===== src/rtl/core_pkg.sv =====
// Shared types and encodings for the RV32I core's pipeline hazard logic.
// Shadow entries carry destination-register metadata for the E/M/W stages.
package core_pkg;

    localparam int RD_W = 5;

    localparam logic [1:0] WB_LOAD = 2'b01;

    localparam logic [1:0] FWD_RF = 2'b00;
    localparam logic [1:0] FWD_M  = 2'b01;
    localparam logic [1:0] FWD_W  = 2'b10;

    typedef struct packed {
        logic            valid;
        logic [RD_W-1:0] rd;
        logic            we;
        logic            is_load;
    } shadow_entry_t;

    // A stage can only source a hazard if it will actually write a non-x0 register.
    function automatic logic entry_hit(
        input shadow_entry_t   ent,
        input logic [RD_W-1:0] rs,
        input logic            use_rs
    );
        return ent.valid && ent.we && (ent.rd != '0) && (ent.rd == rs) && use_rs;
    endfunction

    // Youngest producer wins; a load in E cannot supply its data yet.
    function automatic logic [1:0] fwd_select(
        input shadow_entry_t   e_ent,
        input shadow_entry_t   m_ent,
        input logic [RD_W-1:0] rs,
        input logic            use_rs
    );
        if (entry_hit(e_ent, rs, use_rs) && !e_ent.is_load) begin
            return FWD_M;
        end else if (entry_hit(m_ent, rs, use_rs)) begin
            return FWD_W;
        end
        return FWD_RF;
    endfunction

endpackage


===== src/rtl/shadow_stage.sv =====
// One shadow pipeline register: hold has priority over bubble, bubble over load.
module shadow_stage
    import core_pkg::*;
(
    input  logic          clk,
    input  logic          rst_n,
    input  logic          hold,
    input  logic          bubble,
    input  shadow_entry_t d,
    output shadow_entry_t q
);

    shadow_entry_t entry_reg;

    always_ff @(posedge clk or negedge rst_n) begin
        if (!rst_n) begin
            entry_reg <= '0;
        end else if (hold) begin
            entry_reg <= entry_reg;
        end else if (bubble) begin
            entry_reg <= '0;
        end else begin
            entry_reg <= d;
        end
    end

    assign q = entry_reg;

endmodule


===== src/rtl/pipe_hazard_ctrl.sv =====
// Hazard controller for the 5-stage core: stall/flush decode from a private
// shadow of E/M/W destination metadata, plus registered E-stage forward selects.
module pipe_hazard_ctrl
    import core_pkg::*;
#(
    parameter int REG_AW = 5
) (
    input  logic              clk,
    input  logic              rst_n,
    input  logic [REG_AW-1:0] rs1_D,
    input  logic [REG_AW-1:0] rs2_D,
    input  logic              use_rs1_D,
    input  logic              use_rs2_D,
    input  logic [REG_AW-1:0] rd_D,
    input  logic              we_reg_D,
    input  logic [1:0]        wb_ctrl_D,
    input  logic              valid_D,
    input  logic              redirect_E,
    input  logic              mem_busy_M,
    output logic              stall_F,
    output logic              stall_D,
    output logic              stall_E,
    output logic              stall_M,
    output logic              stall_W,
    output logic              flush_D,
    output logic              flush_E,
    output logic [1:0]        fwd_a_E,
    output logic [1:0]        fwd_b_E
);

    localparam int NUM_STAGES = 3;

    shadow_entry_t   shadow_in [NUM_STAGES];
    shadow_entry_t   shadow_q  [NUM_STAGES];
    shadow_entry_t   entry_d;
    logic [RD_W-1:0] rs1_w;
    logic [RD_W-1:0] rs2_w;

    logic freeze;
    logic redirect_act;
    logic load_use;
    logic bubble_e;

    logic [1:0] fwd_a_reg;
    logic [1:0] fwd_b_reg;
    logic [1:0] fwd_a_next;
    logic [1:0] fwd_b_next;

    assign rs1_w = RD_W'(rs1_D);
    assign rs2_w = RD_W'(rs2_D);

    always_comb begin
        entry_d         = '0;
        entry_d.valid   = valid_D;
        entry_d.rd      = RD_W'(rd_D);
        entry_d.we      = we_reg_D;
        entry_d.is_load = (wb_ctrl_D == WB_LOAD);
    end

    // Priority: freeze, then redirect, then load-use; redirect squashes load-use.
    assign freeze       = mem_busy_M;
    assign redirect_act = !freeze && redirect_E;
    assign load_use     = !freeze && !redirect_E && valid_D && shadow_q[0].is_load &&
                          (entry_hit(shadow_q[0], rs1_w, use_rs1_D) ||
                           entry_hit(shadow_q[0], rs2_w, use_rs2_D));
    assign bubble_e     = redirect_act || load_use;

    assign stall_F = freeze || load_use;
    assign stall_D = freeze || load_use;
    assign stall_E = freeze;
    assign stall_M = freeze;
    assign stall_W = freeze;
    assign flush_D = redirect_act;
    assign flush_E = bubble_e;

    // Stage 0 = E (fed from D), 1 = M, 2 = W; only E ever takes a bubble.
    generate
        for (genvar gi = 0; gi < NUM_STAGES; gi++) begin : g_shadow
            if (gi == 0) begin : g_head
                assign shadow_in[gi] = entry_d;
            end else begin : g_tail
                assign shadow_in[gi] = shadow_q[gi-1];
            end

            shadow_stage u_stage (
                .clk    (clk),
                .rst_n  (rst_n),
                .hold   (freeze),
                .bubble ((gi == 0) ? bubble_e : 1'b0),
                .d      (shadow_in[gi]),
                .q      (shadow_q[gi])
            );
        end
    endgenerate

    // W needs no forward from D: the register file writes before it reads.
    assign fwd_a_next = fwd_select(shadow_q[0], shadow_q[1], rs1_w, use_rs1_D);
    assign fwd_b_next = fwd_select(shadow_q[0], shadow_q[1], rs2_w, use_rs2_D);

    always_ff @(posedge clk or negedge rst_n) begin
        if (!rst_n) begin
            fwd_a_reg <= FWD_RF;
            fwd_b_reg <= FWD_RF;
        end else if (freeze) begin
            fwd_a_reg <= fwd_a_reg;
            fwd_b_reg <= fwd_b_reg;
        end else if (bubble_e) begin
            fwd_a_reg <= FWD_RF;
            fwd_b_reg <= FWD_RF;
        end else begin
            fwd_a_reg <= fwd_a_next;
            fwd_b_reg <= fwd_b_next;
        end
    end

    assign fwd_a_E = fwd_a_reg;
    assign fwd_b_E = fwd_b_reg;

endmodule

===== config.mk =====
export PLATFORM = sky130hd
export DESIGN_NAME = pipe_hazard_ctrl
export DESIGN_NICKNAME = d
export VERILOG_FILES = /design/src/rtl/core_pkg.sv /design/src/rtl/shadow_stage.sv /design/src/rtl/pipe_hazard_ctrl.sv
export SDC_FILE = /design/constraint.sdc
export NUM_CORES = 1
export LEC_CHECK = 0
export CAP_MARGIN = 20
export CORE_MARGIN = 2
export CORE_UTILIZATION = 40
export DETAILED_ROUTE_END_ITERATION = 8
export GPL_TIMING_DRIVEN = 0
export PLACE_DENSITY_LB_ADDON = 0.25
export SKIP_CTS_REPAIR_TIMING = 1
export SYNTH_ARGS = -nofsm -noshare
export SYNTH_HDL_FRONTEND = slang
export SYNTH_SLANG_ARGS = --single-unit

===== constraint.sdc =====
create_clock -name clk -period 5.3 [get_ports clk]
set_clock_uncertainty 0.15 [all_clocks]
set_input_delay 0.53 -clock clk [delete_from_list [all_inputs] [get_ports clk]]
set_output_delay 0.53 -clock clk [all_outputs]
set_load 0.005 [all_outputs]

==> flow_summary.yaml <==
outcome:
  outcome: "complete, no violations"
setup_path:
  cp_max_fo: 6
  reg2reg_slack_ps: 3310
  r2r_end: "g_shadow[0].u_stage.q[5]$_DFFE_PN0N_"
  cp_data_required_time_ps: 4620
  arrival_ps: 2740
  cp-start-kind: "input port"
  timing.rr.start: "g_shadow[0].u_stage.q[5]$_DFFE_PN0N_"
  r2r_cells: 5
  crit_type: "input port to output pin"
  crit_path_end_kind: "output pin"
timing:
  post-route-period-util: 0.646
  slew_violations: 0
  setup_viol: 0
  tns_ps: 0
  worstMarginPinSlew_ps: 836
  hold_viol_final: 0
  fmax_mhz: 292
  slew_headroom: 0.441
  rsz0062_at_grt: "no"
  period_minus_slack_ps: 3420
min_path:
  hold_path_end: "fwd_b_E[1]$_DFFE_PN0N_"
  hold_path.class: "flop to flop"
  whs_path_depth: 2
  hold_start: "fwd_b_E[1]$_DFFE_PN0N_"
synth:
  synth-async-reset-ratio: 1.00
  yosys.area.top_type: "dfrtp_1"
  synth_seq_cells: 19
  synthFlopType: "dfrtp_1"
  ys_types: 29
  ys_top_cells_by_count: "dfrtp_1, xor2_1, a32o_1, nand2_1, mux2_2"
  synth.cell_area_sq_um: 1130
  synth_fp_nets: 129
  synth-seq-area-share: 0.421
  synth.most_common_cell: "dfrtp_1"
  synth_top_area_frac: 0.421
  netlist_instances: 104
  syn_area_per_cell_sq_um: 10.9
  synth_edf_count: 0
  ys_top_cells_by_area: "dfrtp_1, xor2_1, a32o_1, mux2_2, xnor2_1"
  yosysWarnings: 0
clocking:
  path_clk_slew_ps: 110
  clock_sinks: 19
  cts_buffers: 3
  cts_max_level: 1
  clkLatencyLatePin_ps: 300
  cts_root_buf: "clkbuf_4"
  clockBufferDepth: 2
  cts_tree: "yes"
drt:
  drtIter0Drc: 26
  vias_per_cell: 5.43
  firstDrtPassIters: 4
  route.detailed.drc: 0
  num_vias: 940
  routedWlPerCell_um: 15.3
  finalWirelength_mm: 2.64
  final_antenna_net_count: 0
die:
  rows: 19
  core_sq_um: 2710
  die_h_um: 57.1
  dieWidth_um: 57.1
  start_util: 0.416
  dieArea_sq_um: 3260
  io_pins: 36
place:
  place.gp.congestion: 0.863
  portBuffers: 34
  dpl.hpwl_mm: 2.13
  place_area_sq_um: 1510
layout:
  fin_util: 0.567
  multi_input_area_sq_um: 599
  nFillCells: 259
  area_growth_pct: 36.3
  num_antenna_cells: 0
  regArea_sq_um: 475
  drive_gt1_frac: 0.155
  design_area_sq_um: 1540
  fin_nets: 168
global_routing:
  antenna_found_initial: 0
  overflow: 0
  grt_max_degree: 20
  grt_pass1_wl_mm: 4.62
  grt_pass1_vias: 932
  grt_util_all_layers: 0.182
power_and_ir_drop:
  irDropWorstVdd_mv: 0.167
  finalPower_mw: 0.320
  p_per_area_nw_per_um2: 208
  p_leak_nw: 0.659
run:
  cap_violations: 0
==> routing by layer <==
metal | wire [um] | global-route usage
met1 | 1180 | 0.251
met2 | 1350 | 0.296
met3 | 98 | 0.0317
met4 | 20 | 0.0498
met5 | 0 | 0
==> final cells by class <==
type,count,share of cell area
buffer,8,0.0301
clock buffer,3,0.0146
clock inverter,1,0.00488
inverter,2,0.00488
multi-input combinational,75,0.390
sequential,19,0.309
tap,31,0.0252
timing repair buffer,34,0.221
==> registers in the layout, indices dropped and copies added (netlist names) <==
| register | count |
|---|---|
| fwd_b_E | 2 |
| g_shadow.u_stage.q | 15 |
| fwd_a_E | 2 |
==> kinds of logic (layout without fill, tap and decap cells) <==
logic type	after synthesis	in the layout	synth area share
compound gates	18	18	0.149
xor+xnor	20	20	0.155
buf+inv	10	48	0.0477
flops	19	19	0.421
mux	6	6	0.0599
simple gates	31	31	0.167
==> worst max path at each step <==
stage | from | end | cells after the start
2_1_floorplan | rs2_D[3] | stall_F | 6
3_3_place_gp | rs1_D[3] | stall_F | 8
3_5_place_dp | rs1_D[3] | stall_F | 8
4_1_cts | rs1_D[3] | stall_F | 8
5_1_grt | rs1_D[3] | stall_F | 8
6_report | rs1_D[3] | stall_F | 8
==> power by group <==
group	internal (mW)	leakage (nW)	switching, mW
Combinational	0.0441	0.394	0.0313
Sequential	0.155	0.252	0.0138
Clock	0.0287	0.0139	0.0467
Total	0.228	0.659	0.0918
==> critical path: stages <==
cell and delay (ps):
clkdlybuf4s50_1 450, xor2_1 170, nor4_2 380, and3_2 310
o211a_4 200, or2_1 120, buf_4 100, clkdlybuf4s50_1 490
==> cells in the final DEF, fill, tap and decap left out, types with 3 or more instances in the layout <==
cell,n
nand2_1,7
clkbuf_1,3
nand4_1,3
o21ai_0,4
a32o_1,8
clkbuf_4,3
clkdlybuf4s50_1,34
nand3_1,3
mux2_2,6
buf_4,4
xor2_1,16
dfrtp_1,19
nor4_1,3
xnor2_1,4
==> stage by stage <==
| stage | setup WS, ps | hold slack (ps) | std cells |
|---|---|---|---|
| finish | 1880 | 357 | 173 |
| global route | 1750 | 401 | 173 |
| CTS | 1850 | 365 | 173 |
| detailed placement | 1850 | 336 | 169 |
| global placement | 1900 | 323 | 169 |
| floorplan | 2990 | 84.4 | 104 |
No activity file was read; power rests on OpenSTA's default activity.
